<file path="config.mk">
export PLATFORM = sky130hd
export DESIGN_NAME = mdu_issue
export DESIGN_NICKNAME = d
export VERILOG_FILES = /design/src/rtl/mdu_pkg.sv /design/src/rtl/mdu_issue.sv
export SDC_FILE = /design/constraint.sdc
export NUM_CORES = 1
export LEC_CHECK = 0
export CORE_MARGIN = 4
export CORE_UTILIZATION = 30
export DETAILED_ROUTE_END_ITERATION = 12
export DONT_BUFFER_PORTS = 1
export HOLD_SLACK_MARGIN = 0.1
export SKIP_CTS_REPAIR_TIMING = 1
export SYNTH_ARGS = -nofsm -noshare
export SYNTH_HDL_FRONTEND = slang
export SYNTH_SLANG_ARGS = --single-unit
</file>
<file path="constraint.sdc">
create_clock -name clk -period 5.2 [get_ports clk]
set_input_delay 1.04 -clock clk [delete_from_list [all_inputs] [get_ports clk]]
set_output_delay 1.04 -clock clk [all_outputs]
set_load 0.02 [all_outputs]
</file>
<file path="src/rtl/mdu_pkg.sv">
// Shared multiply/divide definitions: op encodings, issue FSM states and
// op classification helpers used by the issue logic, the MDU and the decoder.
package mdu_pkg;

    typedef enum logic [3:0] {
        OP_NOP   = 4'd0,
        OP_MULT  = 4'd1,
        OP_MULTU = 4'd2,
        OP_DIV   = 4'd3,
        OP_DIVU  = 4'd4,
        OP_MFHI  = 4'd5,
        OP_MFLO  = 4'd6,
        OP_MTHI  = 4'd7,
        OP_MTLO  = 4'd8
    } md_op_e;

    typedef enum logic [1:0] {
        ST_IDLE   = 2'd0,
        ST_ISSUED = 2'd1,
        ST_BUSY   = 2'd2
    } md_state_e;

    localparam logic [15:0] STALL_CNT_MAX = 16'hFFFF;

    // Ops that launch a multi-cycle MDU operation.
    function automatic logic is_start_op(input logic [3:0] op);
        return (op >= 4'(OP_MULT)) && (op <= 4'(OP_DIVU));
    endfunction

    // Any op that talks to the MDU; codes above MTLO behave as nop.
    function automatic logic is_md_op(input logic [3:0] op);
        return (op >= 4'(OP_MULT)) && (op <= 4'(OP_MTLO));
    endfunction

endpackage

</file>
<file path="src/rtl/mdu_issue.sv">
// D->E issue stage for multiply/divide ops. Holds MD ops in D while the MDU
// is occupied (the MDU drops anything issued while busy), feeds the MDU from
// a registered E stage and counts the cycles spent stalling.
module mdu_issue
    import mdu_pkg::*;
(
    input  logic        clk,
    input  logic        reset,
    input  logic [3:0]  d_mdop,
    input  logic [31:0] d_rs_val,
    input  logic [31:0] d_rt_val,
    input  logic        e_flush,
    input  logic        mdu_busy,
    output logic [3:0]  e_mdop,
    output logic [31:0] e_a,
    output logic [31:0] e_b,
    output logic        e_start,
    output logic        d_stall,
    output logic [15:0] stall_cnt
);

    md_state_e state_reg;
    logic      load_e;
    logic      start_load;

    // Hold an MD op in D while an op sits in ISSUED (busy not yet visible)
    // or the MDU reports busy; non-MD ops always flow.
    always_comb begin
        d_stall = is_md_op(d_mdop) &&
                  ((state_reg == ST_ISSUED) ||
                   ((state_reg == ST_BUSY) && mdu_busy));
    end

    assign load_e     = !d_stall && !e_flush;
    assign start_load = load_e && is_start_op(d_mdop);

    // Issue tracker; a flush never cancels an op that already left E.
    always_ff @(posedge clk) begin
        if (reset) begin
            state_reg <= ST_IDLE;
        end else begin
            case (state_reg)
                ST_IDLE: begin
                    if (start_load) state_reg <= ST_ISSUED;
                end
                ST_ISSUED: begin
                    state_reg <= ST_BUSY;
                end
                ST_BUSY: begin
                    if (!mdu_busy) state_reg <= start_load ? ST_ISSUED : ST_IDLE;
                end
                default: begin
                    state_reg <= ST_IDLE;
                end
            endcase
        end
    end

    // E stage register: load the D op, or a bubble on stall or flush.
    always_ff @(posedge clk) begin
        if (reset || !load_e) begin
            e_mdop  <= 4'd0;
            e_a     <= 32'd0;
            e_b     <= 32'd0;
            e_start <= 1'b0;
        end else begin
            e_mdop  <= d_mdop;
            e_a     <= d_rs_val;
            e_b     <= d_rt_val;
            e_start <= is_start_op(d_mdop);
        end
    end

    // Saturating count of cycles the D stage was held for the MDU.
    always_ff @(posedge clk) begin
        if (reset) begin
            stall_cnt <= 16'd0;
        end else if (d_stall && (stall_cnt != STALL_CNT_MAX)) begin
            stall_cnt <= stall_cnt + 16'd1;
        end
    end

endmodule

</file>
==> results_dict.tcl, run 1 <==
set metrics [dict create \
    status "finished, final reports clean" \
    cts.sinks 87 \
    drive_above_1_share_pct 11.2 \
    io_pins 158 \
    drt-initial-drc-count 50 \
    start_util_pct 30.8 \
    die_h_um 105 \
    grt_pass1_wl_mm 9.42 \
    synthCells 253 \
    yosys.cell_types.count 34 \
    gp_congestion 0.711 \
    ant_nets 0 \
    synthArstFlopShare_pct 0 \
    port_buffers 0 \
    hold_viol 0 \
    finalSetupViolCount 0 \
    rr_startpoint "stall_cnt[1]" \
    gr-usage-all-layers_pct 11.1 \
    final.period_utilization_pct 63.4 \
    final_cell_mix "87 x dfxtp_1, 71 x and2_1, 15 x nor2_1" \
    dp_hpwl_mm 4.68 \
    slew_headroom_pct 49.7 \
    placed_area_sq_um 2940 \
    ys_top_cells_by_area "dfxtp_1 62%, and2_1 16%, xnor2_1 2.8%" \
    period_minus_slack_ns 3.30 \
    rows 35 \
    clk_pin_slew_ns 0.08 \
    totalPowerFinal_w 0.00130 \
    slew_viol_final 0 \
    antenna_found_initial 0 \
    cts_tree "built" \
    ir_drop_mv 0.134 \
    route.detailed.drc 0 \
    die_w_um 105 \
    crit_start "d_mdop[2]" \
    holdWs_ns 0.605 \
    hold_path.class "reg -> reg" \
    drt-total-wl_mm 6.30 \
    wl_per_cell_um 17.0 \
    vias 1733 \
    mappedNetlistNets 326 \
    final_common_cell "dfxtp_1" \
    grt_overflow_total 0 \
    fmax_ghz 0.303 \
    startpoint_type "primary input" \
    viasPerCell 4.67 \
    p_leak_nw 1.20 \
    reg_top3 "e_a (32), e_b (32), stall_cnt (16)" \
    path_max_fanout 14 \
    grt_pass1_vias 1704 \
    ys_seq_area_share_pct 61.6 \
    dominantRegCellSynth "dfxtp_1" \
    cts_buffers 9 \
    end_kind "output port" \
    worst_skew_pair.late_latency_ns 0.35 \
    dr.pass1.iters 4 \
    yosys.area.top_type "dfxtp_1" \
    arrival_ns 2.26 \
    fin_tns_setup_ns 0 \
    avgSynthCellArea_sq_um 11.2 \
    rrSetupSlack_ns 2.84 \
    worstMarginPinSlew_ns 0.754 \
    required_ns 4.16 \
    synth_seq_cells 87 \
    p_per_area_nw_per_um2 410 \
    drv_cap 0 \
    cts_buffer_depth 2 \
    yosys_warnings 0 \
    syn_area_sq_um 2830 \
    synth_edf_count 0 \
    layout.nets 328 \
    areaGrowthSynthToFinish_pct 12.2 \
    n_antenna_cell 0 \
    synth_top_area_share_pct 61.6 \
    core_sq_um 9200 \
    ctsRootBufferMaster "clkbuf_8" \
    cts_max_level 3 \
    grt_max_degree 71 \
    dieArea_sq_um 11000 \
    fin_skew_ns 0.0143 \
    fillers 942 \
    rsz0062_at_grt "false" \
    path_class "in -> out" \
    fin_area_sq_um 3170 \
    hold_start "state_reg[1]" \
]
[where the power goes]
| group | internal (W) | switching, W |
|---|---|---|
| combinational | 0.0000152 | 0.0000183 |
| sequential | 0.000689 | 0.0000390 |
| clock | 0.000291 | 0.000247 |
| total | 0.000996 | 0.000304 |
[kinds of logic after synthesis]
family | synth area share, %
buffers and inverters | 1.81
AND/OR/NAND/NOR | 29.1
multiplexers | 1.24
AO/OA/AOI/OAI | 2.43
adder cells (fa/ha/maj) | 0.442
flip-flops | 61.6
XOR/XNOR | 3.36
[worst max-delay path: stages]
cell and delay [ns]:
nor3_2 0.25, xor2_2 0.63, nor2_1 0.33
[synth_stat cells, types with 2 or more instances]
cell type	number
dfxtp_1	87
and2_1	71
nor2_1	15
nor4_1	9
xnor2_1	9
buf_2	8
nand3_1	6
nand4_1	4
a21oi_1	3
clkbuf_1	3
nand2_1	3
nor2b_1	3
nor3_1	3
o21ai_0	3
or3_1	3
and3_2	2
and4_1	2
mux2i_1	2
nor3_2	2
[per-stage QoR]
step                std cells  util [%]  setup WS [ns]
floorplan                 253         -           2.35
global placement          355      31.9           1.87
detailed placement        355      31.9           1.88
CTS                       371      34.5           1.86
global route              371      34.5           1.77
finish                    371      34.5           1.90
[layout make-up]
class	instances	area [sq um]	area share, %
clock buffers	10	138	4.34
clock inverters	6	97.6	3.08
multi-input cells	155	1040	32.8
flip-flops and latches	87	1740	54.9
well taps	111	139	4.38
repair buffers	2	15.0	0.473
[final timing paths]
check | end | depth (start not counted)
hold reg to reg | state_reg[0] | 2
setup reg to reg | stall_cnt[8] | 6
hold / removal | state_reg[0] | 2
setup / recovery | d_stall | 3
[metal layers]
| metal | global-route usage (%) | vias to the layer above | wire length (um) |
|---|---|---|---|
| met1 | 11.9 | 794 | 2440 |
| met4 | 5.15 | 0 | 114 |
| li1 | - | 841 | - |
| met5 | 0 | - | 0 |
| met3 | 5.68 | 9 | 644 |
| met2 | 18.2 | 89 | 3090 |
Note: power is estimated with default switching activity, not from simulation.
==> run 2, diff against run 1 <==
clock period = 3 ns   (was 5.2 ns; I/O delays follow)
==> results_dict.tcl, run 2 (synthesis gave the netlist of run 1 again) <==
set metrics [dict create \
    worst_skew_pair.late_latency_ns 0.35 \
    slew_viol_final 0 \
    stdcell_count 374 \
    ant_nets 0 \
    rsz0062_at_grt "false" \
    fin_util_pct 34.3 \
    worstMarginPinSlew_ns 0.437 \
    grt_pass1_wl_mm 9.54 \
    required_ns 3.23 \
    finalSetupViolCount 0 \
    clk_pin_slew_ns 0.09 \
    dr.pass1.iters 4 \
    cts_max_level 3 \
    antenna_found_initial 0 \
    drive_above_1_share_pct 11.8 \
    end_kind "flop" \
    path_class "reg -> reg" \
    p_leak_nw 1.18 \
    cts_tree "built" \
    slowest_stage "dfxtp_1" \
    vias 1764 \
    status "finished, final reports clean" \
    start_util_pct 30.8 \
    die_h_um 105 \
    core_sq_um 9200 \
    post-place-ws_ns 0.816 \
    arrival_ns 2.37 \
    cts_buffer_depth 2 \
    holdWs_ns 0.322 \
    areaGrowthSynthToFinish_pct 11.5 \
    port_buffers 0 \
    startpoint_type "flop" \
    grt_overflow_total 0 \
    drt-total-wl_mm 6.22 \
    setup_ws_ns 0.863 \
    final_common_cell "dfxtp_1" \
    gr-usage-all-layers_pct 11.0 \
    hold_path.class "in -> reg" \
    route.detailed.drc 0 \
    ctsRootBufferMaster "clkbuf_8" \
    slowest_delay_ns 0.49 \
    final_cell_mix "87 x dfxtp_1, 71 x and2_1, 15 x nor2_1" \
    fin_skew_ns 0.0115 \
    rrSetupSlack_ns 0.86 \
    dieArea_sq_um 11000 \
    wl_per_cell_um 16.6 \
    cts_buffers 9 \
    io_pins 158 \
    cts.sinks 87 \
    hold_viol 0 \
    gp_congestion 0.743 \
    fin_tns_setup_ns 0 \
    crit_chain "ha_1 -> nand4_4 -> nor4_4 -> buf_4 -> nor3_4 -> nor3b_2 -> mux2_4" \
    crit_family "simple AND/OR/NAND/NOR gates" \
    p_per_area_nw_per_um2 653 \
    period_minus_slack_ns 2.14 \
    drt-initial-drc-count 68 \
    grt_pass1_vias 1779 \
    slew_headroom_pct 70.9 \
    dp_hpwl_mm 4.68 \
    reg_top3 "e_a (32), e_b (32), stall_cnt (16)" \
    fillers 935 \
    fmax_ghz 0.468 \
    grt_max_degree 71 \
    die_w_um 105 \
    path_max_fanout 10 \
    final.period_utilization_pct 71.2 \
    ir_drop_mv 0.175 \
    dp_cells 358 \
    rows 35 \
    path_buf_inv 1 \
    viasPerCell 4.72 \
    n_antenna_cell 0 \
    layout.nets 331 \
    drv_cap 0 \
]
-- run 2: path summary, 6_finish.rpt --
check | start | to | cells after the start
worst max-delay path | stall_cnt[1] | stall_cnt[8] | 7
worst min register to register | state_reg[0] | state_reg[0] | 2
worst min-delay path | reset | stall_cnt[13] | 1
worst max register to register | stall_cnt[1] | stall_cnt[8] | 7
-- run 2: power breakdown --
group          switching [W]  internal [W]  leakage, nW   total, W
sequential         0.0000671       0.00119        0.711    0.00126
clock               0.000421      0.000313       0.0850   0.000733
combinational      0.0000318     0.0000305        0.384  0.0000623
-- run 2: metrics by stage --
stage               total power, W  area (sq um)
floorplan                  0.00134          2830
global placement           0.00135          2970
detailed placement         0.00136          2970
CTS                        0.00210          3150
global route               0.00216          3150
finish                     0.00206          3150
-- run 2: layout make-up --
cell class	count	area, sq um	share of cell area [%]
clock buffer	10	128	4.05
clock inverter	6	52.6	1.67
timing repair buffer	5	50.0	1.59
sequential	87	1740	55.2
multi-input combinational	155	1040	33.1
tap	111	139	4.40
-- run 2: metal layers --
| layer | vias to the layer above | GRT usage, % | part of all wire (%) |
|---|---|---|---|
| li1 | 845 | - | - |
| met1 | 814 | 12.3 | 38 |
| met2 | 97 | 17.7 | 50 |
| met3 | 8 | 5.56 | 11 |
| met4 | 0 | 4.78 | 1.9 |
| met5 | - | 0 | 0 |
